<file path="src/rtl/datapath_pkg.sv">
// datapath_pkg: shared encodings, FSM state type and command control payload
// for the self-sequencing datapath.
package datapath_pkg;

  // ALU operation encodings
  localparam logic [1:0] OP_ADD = 2'b00;
  localparam logic [1:0] OP_SUB = 2'b01;
  localparam logic [1:0] OP_AND = 2'b10;
  localparam logic [1:0] OP_NOT = 2'b11;

  // Shifter encodings
  localparam logic [1:0] SH_NONE = 2'b00;
  localparam logic [1:0] SH_LSL  = 2'b01;
  localparam logic [1:0] SH_LSR  = 2'b10;
  localparam logic [1:0] SH_ASR  = 2'b11;

  // Writeback source encodings
  localparam logic [1:0] VS_C     = 2'b00;
  localparam logic [1:0] VS_PC    = 2'b01;
  localparam logic [1:0] VS_IMM8  = 2'b10;
  localparam logic [1:0] VS_MDATA = 2'b11;

  typedef enum logic [2:0] {
    S_IDLE = 3'd0,
    S_RA   = 3'd1,
    S_RB   = 3'd2,
    S_EX   = 3'd3,
    S_WB   = 3'd4
  } state_t;

  // Width-independent control part of a command; the module wraps it with
  // the parameter-sized register indices and data fields.
  typedef struct packed {
    logic [1:0] op;
    logic [1:0] shift;
    logic [1:0] vsel;
    logic       asel_zero;
    logic       bsel_imm;
    logic       set_flags;
    logic       wb_en;
  } ctrl_t;

endpackage

</file>
<file path="src/rtl/regfile_param.sv">
// regfile_param: NREG x W register file, one synchronous write port, one
// combinational read port, asynchronous active-low clear of every entry.
//   clk, rst_n          clock / async active-low clear
//   i_we, i_waddr,
//   i_wdata             write port (captured on rising edge)
//   i_raddr, o_rdata    combinational read port
module regfile_param #(
  parameter int unsigned W    = 16,
  parameter int unsigned NREG = 8,
  localparam int unsigned AW  = $clog2(NREG)
) (
  input  logic          clk,
  input  logic          rst_n,
  input  logic          i_we,
  input  logic [AW-1:0] i_waddr,
  input  logic [W-1:0]  i_wdata,
  input  logic [AW-1:0] i_raddr,
  output logic [W-1:0]  o_rdata
);

  logic [W-1:0] r_mem [NREG];

  // Storage with whole-array clear
  always_ff @(posedge clk or negedge rst_n) begin
    if (!rst_n) begin
      for (int i = 0; i < int'(NREG); i++) r_mem[i] <= '0;
    end else if (i_we) begin
      r_mem[i_waddr] <= i_wdata;
    end
  end

  assign o_rdata = r_mem[i_raddr];

endmodule

</file>
<file path="src/rtl/datapath_seq.sv">
// datapath_seq: self-sequencing datapath. One accepted command runs
// IDLE->RA->RB->EX->WB (ALU op) or IDLE->WB (move), then pulses done.
//   clk, rst_n                    clock / async active-low reset
//   start, ready                  command handshake (accept = start & ready)
//   op, shift, vsel, asel_zero,
//   bsel_imm, set_flags, wb_en    command control fields
//   rd, rn, rm                    destination / A source / B source
//   sximm5, sximm8, mdata, pc     data sources, sampled on accept
//   done                          one-cycle completion pulse
//   datapath_out                  register C
//   N, V, Z                       status register
module datapath_seq
  import datapath_pkg::*;
#(
  parameter int unsigned W    = 16,
  parameter int unsigned NREG = 8,
  parameter int unsigned PCW  = 9,
  localparam int unsigned AW  = $clog2(NREG)
) (
  input  logic           clk,
  input  logic           rst_n,
  input  logic           start,
  output logic           ready,
  input  logic [1:0]     op,
  input  logic [1:0]     shift,
  input  logic [1:0]     vsel,
  input  logic           asel_zero,
  input  logic           bsel_imm,
  input  logic           set_flags,
  input  logic           wb_en,
  input  logic [AW-1:0]  rd,
  input  logic [AW-1:0]  rn,
  input  logic [AW-1:0]  rm,
  input  logic [W-1:0]   sximm5,
  input  logic [W-1:0]   sximm8,
  input  logic [W-1:0]   mdata,
  input  logic [PCW-1:0] pc,
  output logic           done,
  output logic [W-1:0]   datapath_out,
  output logic           N,
  output logic           V,
  output logic           Z
);

  typedef struct packed {
    ctrl_t          ctrl;
    logic [AW-1:0]  rd;
    logic [AW-1:0]  rn;
    logic [AW-1:0]  rm;
    logic [W-1:0]   sximm5;
    logic [W-1:0]   sximm8;
    logic [W-1:0]   mdata;
    logic [PCW-1:0] pc;
  } cmd_t;

  state_t       r_state, w_next;
  cmd_t         r_cmd, w_cmd_in;
  logic [W-1:0] r_a, r_b, r_c;
  logic         r_n, r_v, r_z, r_done;
  logic         w_accept, w_ld_a, w_ld_b, w_ld_c, w_we;
  logic [AW-1:0] w_raddr;
  logic [W-1:0] w_rdata, w_shb, w_ain, w_bin, w_alu, w_wb;
  logic         w_v;

  assign w_accept = start && (r_state == S_IDLE);

  // Command capture bundle
  always_comb begin
    w_cmd_in                = '0;
    w_cmd_in.ctrl.op        = op;
    w_cmd_in.ctrl.shift     = shift;
    w_cmd_in.ctrl.vsel      = vsel;
    w_cmd_in.ctrl.asel_zero = asel_zero;
    w_cmd_in.ctrl.bsel_imm  = bsel_imm;
    w_cmd_in.ctrl.set_flags = set_flags;
    w_cmd_in.ctrl.wb_en     = wb_en;
    w_cmd_in.rd             = rd;
    w_cmd_in.rn             = rn;
    w_cmd_in.rm             = rm;
    w_cmd_in.sximm5         = sximm5;
    w_cmd_in.sximm8         = sximm8;
    w_cmd_in.mdata          = mdata;
    w_cmd_in.pc             = pc;
  end

  // FSM state register
  always_ff @(posedge clk or negedge rst_n) begin
    if (!rst_n) r_state <= S_IDLE;
    else        r_state <= w_next;
  end

  // Next state and per-state load strobes
  always_comb begin
    w_next = r_state;
    w_ld_a = 1'b0;
    w_ld_b = 1'b0;
    w_ld_c = 1'b0;
    w_we   = 1'b0;
    case (r_state)
      S_IDLE: if (w_accept) w_next = (vsel == VS_C) ? S_RA : S_WB;
      S_RA:   begin w_ld_a = 1'b1; w_next = S_RB; end
      S_RB:   begin w_ld_b = 1'b1; w_next = S_EX; end
      S_EX:   begin w_ld_c = 1'b1; w_next = S_WB; end
      S_WB:   begin w_we = r_cmd.ctrl.wb_en; w_next = S_IDLE; end
      default: w_next = S_IDLE;
    endcase
  end

  // Single read port is time-shared: rn in RA, rm in RB
  assign w_raddr = (r_state == S_RB) ? r_cmd.rm : r_cmd.rn;

  regfile_param #(.W(W), .NREG(NREG)) u_rf (
    .clk     (clk),
    .rst_n   (rst_n),
    .i_we    (w_we),
    .i_waddr (r_cmd.rd),
    .i_wdata (w_wb),
    .i_raddr (w_raddr),
    .o_rdata (w_rdata)
  );

  // Shifter on B
  always_comb begin
    w_shb = r_b;
    case (r_cmd.ctrl.shift)
      SH_LSL:  w_shb = {r_b[W-2:0], 1'b0};
      SH_LSR:  w_shb = {1'b0, r_b[W-1:1]};
      SH_ASR:  w_shb = {r_b[W-1], r_b[W-1:1]};
      default: w_shb = r_b;
    endcase
  end

  assign w_ain = r_cmd.ctrl.asel_zero ? '0 : r_a;
  assign w_bin = r_cmd.ctrl.bsel_imm ? r_cmd.sximm5 : w_shb;

  // ALU with signed-overflow detection for add/sub
  always_comb begin
    w_alu = '0;
    w_v   = 1'b0;
    case (r_cmd.ctrl.op)
      OP_ADD: begin
        w_alu = w_ain + w_bin;
        w_v   = (w_ain[W-1] == w_bin[W-1]) && (w_alu[W-1] != w_ain[W-1]);
      end
      OP_SUB: begin
        w_alu = w_ain - w_bin;
        w_v   = (w_ain[W-1] != w_bin[W-1]) && (w_alu[W-1] != w_ain[W-1]);
      end
      OP_AND:  w_alu = w_ain & w_bin;
      default: w_alu = ~w_bin;
    endcase
  end

  // Writeback source select
  always_comb begin
    w_wb = r_c;
    case (r_cmd.ctrl.vsel)
      VS_PC:    w_wb = W'(r_cmd.pc);
      VS_IMM8:  w_wb = r_cmd.sximm8;
      VS_MDATA: w_wb = r_cmd.mdata;
      default:  w_wb = r_c;
    endcase
  end

  // Command, operand, result and status registers
  always_ff @(posedge clk or negedge rst_n) begin
    if (!rst_n) begin
      r_cmd  <= '0;
      r_a    <= '0;
      r_b    <= '0;
      r_c    <= '0;
      r_n    <= 1'b0;
      r_v    <= 1'b0;
      r_z    <= 1'b0;
      r_done <= 1'b0;
    end else begin
      if (w_accept) r_cmd <= w_cmd_in;
      if (w_ld_a)   r_a   <= w_rdata;
      if (w_ld_b)   r_b   <= w_rdata;
      if (w_ld_c) begin
        r_c <= w_alu;
        if (r_cmd.ctrl.set_flags) begin
          r_n <= w_alu[W-1];
          r_v <= w_v;
          r_z <= (w_alu == '0);
        end
      end
      r_done <= (r_state == S_WB);
    end
  end

  assign ready        = (r_state == S_IDLE);
  assign done         = r_done;
  assign datapath_out = r_c;
  assign N            = r_n;
  assign V            = r_v;
  assign Z            = r_z;

endmodule

</file>
<file path="config.mk">
export PLATFORM = sky130hd
export DESIGN_NAME = datapath_seq
export DESIGN_NICKNAME = d
export VERILOG_FILES = /design/src/rtl/datapath_pkg.sv /design/src/rtl/regfile_param.sv /design/src/rtl/datapath_seq.sv
export SDC_FILE = /design/constraint.sdc
export NUM_CORES = 1
export LEC_CHECK = 0
export ABC_AREA = 1
export BUFFER_PORTS_ARGS = -buffer_cell sky130_fd_sc_hd__buf_4
export CAP_MARGIN = 20
export CORE_MARGIN = 1
export CORE_UTILIZATION = 30
export CTS_BUF_LIST = sky130_fd_sc_hd__clkbuf_4 sky130_fd_sc_hd__clkbuf_8 sky130_fd_sc_hd__clkbuf_16
export DETAILED_ROUTE_END_ITERATION = 7
export GPL_TIMING_DRIVEN = 0
export HOLD_SLACK_MARGIN = 0.1
export PLACE_DENSITY = 0.49
export REMOVE_ABC_BUFFERS = 1
export SLEW_MARGIN = 20
export SYNTH_ARGS = -nofsm -noshare
export SYNTH_HDL_FRONTEND = slang
export SYNTH_SLANG_ARGS = --single-unit
export TNS_END_PERCENT = 10
</file>
<file path="constraint.sdc">
create_clock -name clk -period 3.6 [get_ports clk]
set_input_delay 0.18 -clock clk [delete_from_list [all_inputs] [get_ports clk]]
set_output_delay 0.18 -clock clk [all_outputs]
set_load 0.01 [all_outputs]
</file>
==> flow_results.xml <==
<?xml version="1.0" encoding="UTF-8"?>
<metrics>
  <group name="placed_design">
    <metric name="dp_cells" unit="">2371</metric>
    <metric name="gp_congestion" unit="">0.959</metric>
    <metric name="portBuffers" unit="">99</metric>
    <metric name="place_worst_setup_slack" unit="ps">-239</metric>
    <metric name="hpwl" unit="mm">29.5</metric>
    <metric name="placement.cell_area" unit="mm^2">0.0151</metric>
  </group>
  <group name="power">
    <metric name="design_power_total" unit="W">0.0165</metric>
    <metric name="power.density" unit="mW/mm^2">970</metric>
    <metric name="cellLeakagePower" unit="nW">8.23</metric>
    <metric name="vdd_drop_max" unit="uV">396</metric>
  </group>
  <group name="layout">
    <metric name="multi_input_comb_area" unit="mm^2">0.00636</metric>
    <metric name="drive_gt1_share" unit="%">12.9</metric>
    <metric name="area_growth_syn_to_layout" unit="%">23.3</metric>
    <metric name="nNetsFinal" unit="">2001</metric>
    <metric name="layout.cell_area.non_filler" unit="mm^2">0.0170</metric>
    <metric name="insertedDiodeCount" unit="">0</metric>
    <metric name="layoutNonFillerInstCount" unit="">2510</metric>
    <metric name="layout.area.seq" unit="mm^2">0.00649</metric>
    <metric name="fillerInstances" unit="">4708</metric>
  </group>
  <group name="run">
    <metric name="drv_cap" unit="">0</metric>
  </group>
  <group name="critical_path">
    <metric name="cp_slowest_cell" unit="">sky130_fd_sc_hd__dfrtp_2</metric>
    <metric name="crit_required" unit="ps">4100</metric>
    <metric name="slowest_delay" unit="ps">510</metric>
    <metric name="timing_worst_setup_path_type" unit="">register to register</metric>
    <metric name="timing.critical_path.to_type" unit="">register</metric>
    <metric name="critical_path_peak_fanout" unit="">14</metric>
    <metric name="timing.critical_path.arrival" unit="ps">4030</metric>
    <metric name="worst-path-buf-inv" unit="">3</metric>
    <metric name="kind_of_cell_adding_the_most_delay_to_the_critical_path" unit="">simple AND/OR/NAND/NOR gates</metric>
    <metric name="setup.worst_path.start_class" unit="">register</metric>
    <metric name="worstPathCellList" unit="">inv_2 -&gt; nand2_2 -&gt; o221ai_1 -&gt; and2_1 -&gt; inv_1 -&gt; ha_1 -&gt; nor2_1 -&gt; inv_1 -&gt; nor2_1 -&gt; nand3_1 -&gt; nand3_1 -&gt; nand2_1 -&gt; nand3_1 -&gt; nand3_1 -&gt; nand2_1 -&gt; nand2_1 -&gt; nor2_1 -&gt; nand3_1 -&gt; nand2_1</metric>
    <metric name="worst_path_most_repeated_cell" unit="">sky130_fd_sc_hd__nand3_1</metric>
  </group>
  <group name="grt">
    <metric name="grt_start_max_net_pins" unit="">92</metric>
    <metric name="globalRoute.totalOverflow" unit="">0</metric>
    <metric name="initial_antenna_violation_count" unit="">0</metric>
    <metric name="grt_first_pass_wirelength" unit="mm">68.2</metric>
    <metric name="gr-usage-all-layers" unit="%">18.6</metric>
    <metric name="number_of_global_route_vias_before_repair" unit="">12200</metric>
  </group>
  <group name="die">
    <metric name="die_height" unit="um">216</metric>
    <metric name="core_area" unit="mm^2">0.0454</metric>
    <metric name="die_x" unit="um">216</metric>
    <metric name="floorplan.die_area" unit="mm^2">0.0468</metric>
    <metric name="placementRows" unit="">78</metric>
    <metric name="io-pin-count" unit="">100</metric>
    <metric name="initial_utilization" unit="%">30.4</metric>
  </group>
  <group name="logic_synthesis">
    <metric name="synth.avg_cell_area" unit="um^2">7.89</metric>
    <metric name="ys_ff_latch" unit="">259</metric>
    <metric name="count_of_warnings_emitted_by_yosys" unit="">0</metric>
    <metric name="netlist_instances" unit="">1747</metric>
    <metric name="syn_area" unit="mm^2">0.0138</metric>
    <metric name="synth.lib_cells_used.distinct" unit="">34</metric>
    <metric name="seq_area_frac_synth" unit="%">47.0</metric>
  </group>
  <group name="hold_path">
    <metric name="timing.hold.worst.class" unit="">input pin to asynchronous set/reset pin</metric>
  </group>
  <group name="cts">
    <metric name="cts.sinks" unit="">259</metric>
    <metric name="maximum_clock_insertion_buffer_count" unit="">3</metric>
    <metric name="cts_tree" unit="">built</metric>
    <metric name="clock_latency" unit="ps">580</metric>
    <metric name="clkTransAtPathRegs" unit="ps">60</metric>
    <metric name="cts_inserted_buffers" unit="">31</metric>
    <metric name="cts-htree-levels" unit="">1</metric>
    <metric name="clock-root-buffer" unit="">sky130_fd_sc_hd__clkbuf_16</metric>
  </group>
  <group name="timing">
    <metric name="worst_max_slew_margin_expressed_relative_to_the_limit" unit="%">28.2</metric>
    <metric name="tightestPinTransition" unit="ps">1080</metric>
    <metric name="tightest_hold_margin" unit="ps">181</metric>
    <metric name="setup_repair_after_global_routing_missed_its_margin" unit="">true</metric>
    <metric name="fin_ws" unit="ps">68.9</metric>
    <metric name="fin_crit_sh" unit="%">98.1</metric>
    <metric name="hold_viol" unit="">0</metric>
    <metric name="max_freq" unit="GHz">0.283</metric>
    <metric name="timing_max_transition_violations_final" unit="">0</metric>
    <metric name="setup_violations" unit="">0</metric>
    <metric name="layout_min_cycle_time" unit="ps">3530</metric>
    <metric name="final.setup_skew" unit="ps">25.1</metric>
  </group>
  <group name="drt">
    <metric name="vias" unit="">12200</metric>
    <metric name="initialDrtViolationCount" unit="">950</metric>
    <metric name="drt-total-wl" unit="mm">43.4</metric>
    <metric name="firstDrtPassIters" unit="">5</metric>
    <metric name="antenna_violating_nets_post_route" unit="">0</metric>
    <metric name="route.detailed.vias_per_inst" unit="">4.87</metric>
    <metric name="drc_errors" unit="">0</metric>
    <metric name="detail_route.wl_per_cell" unit="um">17.3</metric>
  </group>
  <group name="status">
    <metric name="outcome" unit="">complete, no violations</metric>
  </group>
</metrics>
[kinds of logic (layout without fill, tap and decap cells)]
group	count (synthesis)	count (layout)	synth area share [%]
AND/OR/NAND/NOR	773	773	22.5
AO/OA/AOI/OAI	367	368	14.9
flip-flops	259	259	47.0
buffers and inverters	251	413	7.24
multiplexers	62	62	5.07
adder cells (fa/ha/maj)	34	34	3.20
XOR/XNOR	1	1	0.0636
[synth_stat cells, drive strengths merged]
cell type | instances | area share [%]
nor2 | 128 | 3.5
xor2 | 1 | 0.064
nand3b | 2 | 0.11
clkinv | 1 | 0.027
dfrtp | 259 | 47
a22o | 9 | 0.57
nand3 | 102 | 3.7
inv | 170 | 4.6
ha | 32 | 2.9
nand4 | 15 | 0.68
o22ai | 6 | 0.27
o21ai | 223 | 8.3
nor3 | 6 | 0.25
a221oi | 9 | 0.57
a31oi | 4 | 0.18
clkbuf | 43 | 1.2
nand2 | 516 | 14
o21a | 4 | 0.22
buf | 37 | 1.4
fa | 2 | 0.29
o2111ai | 1 | 0.064
o21bai | 3 | 0.16
o221ai | 20 | 1.3
mux2 | 62 | 5.1
o211ai | 7 | 0.38
and2 | 4 | 0.18
a21oi | 81 | 2.9
[through the flow]
stage,TNS [ps],util [%]
3_3_place_gp,-105200,32.9
2_1_floorplan,-6720,-
5_1_grt,-178,37.4
4_1_cts,0,37.3
6_report,0,37.4
3_5_place_dp,-584,33.2
[state kept, by name (all words and copies together), names as in the netlist]
| register | flops |
|---|---|
| N | 1 |
| V | 1 |
| Z | 1 |
| datapath_out | 16 |
| done | 1 |
| r_a | 16 |
| r_b | 16 |
| r_cmd | 76 |
| r_state | 3 |
| u_rf.r_mem | 128 |
[where the power goes]
| group | total [W] | internal (W) | switching (W) |
|---|---|---|---|
| logic | 0.00834 | 0.00279 | 0.00555 |
| registers | 0.00493 | 0.00408 | 0.000851 |
| clock network | 0.00321 | 0.00197 | 0.00123 |
| total | 0.0165 | 0.00885 | 0.00763 |
[layer usage]
metal  vias to the layer above  global-route usage, %  share of wire (%)
met2                       254                   31.8                 48
met5                         -                      0                  0
met1                      5880                   24.1                 45
met4                         0                   7.04                3.5
met3                        82                   1.85                3.6
li1                       6012                      -                  -
[placed cells by master (no fill, tap or decap), drive strengths merged]
master	Yosys	routed
a22o	9	9
mux2	62	62
ha	32	32
dfrtp	259	259
a221oi	9	9
inv	170	170
xor2	1	1
nand3b	2	2
clkbuf	43	50
o22ai	6	6
nand3	102	102
clkinvlp	0	2
o21ai	223	224
and2	4	4
nor3	6	6
o2111ai	1	1
fa	2	2
a31oi	4	4
a21oi	81	81
o221ai	20	20
nor2	128	128
dlygate4sd3	0	79
nand2	516	516
buf	37	108
nand4	15	15
bufinv	0	2
o211ai	7	7
o21bai	3	3
o21a	4	4
clkinv	1	2
[final timing paths]
check,from,end,slack [ps],depth (start not counted)
max,r_cmd[73],Z,70,19
min,rst_n,r_cmd[62],180,2
max reg2reg,r_cmd[73],Z,70,19
min reg2reg,u_rf.r_mem[91],u_rf.r_mem[91],470,2
max in group asynchronous,rst_n,r_cmd[53],2450,3
min in group clk,sximm5[4],r_cmd[45],380,3
[worst reg2reg max path: cells and delay by family, from the launching register on]
kind | cells | cell delay [ps]
compound gates | 1 | 230
simple gates | 14 | 1930
fa+ha+maj | 1 | 430
buf+inv | 3 | 360
flops | 1 | 510
[layout make-up]
type	count	share of cell area [%]
clock buffer	50	5.74
clock inverter	5	0.471
tap	600	4.42
timing repair buffer	187	9.96
sequential	259	38.2
multi-input combinational	1238	37.4
inverter	171	3.79
[what timing repair did]
| action | in CTS | in global routing |
|---|---|---|
| resized for setup | 3 | 3 |
| hold buffers | 79 | 0 |
| pin swaps | 0 | 2 |
| hold endpoints to repair | 157 | 0 |
| endpoints found under the setup margin | 8 | 41 |
| cloned | 0 | 1 |
| buffers inserted | 0 | 2 |
Note: power is estimated with default switching activity, not from simulation.
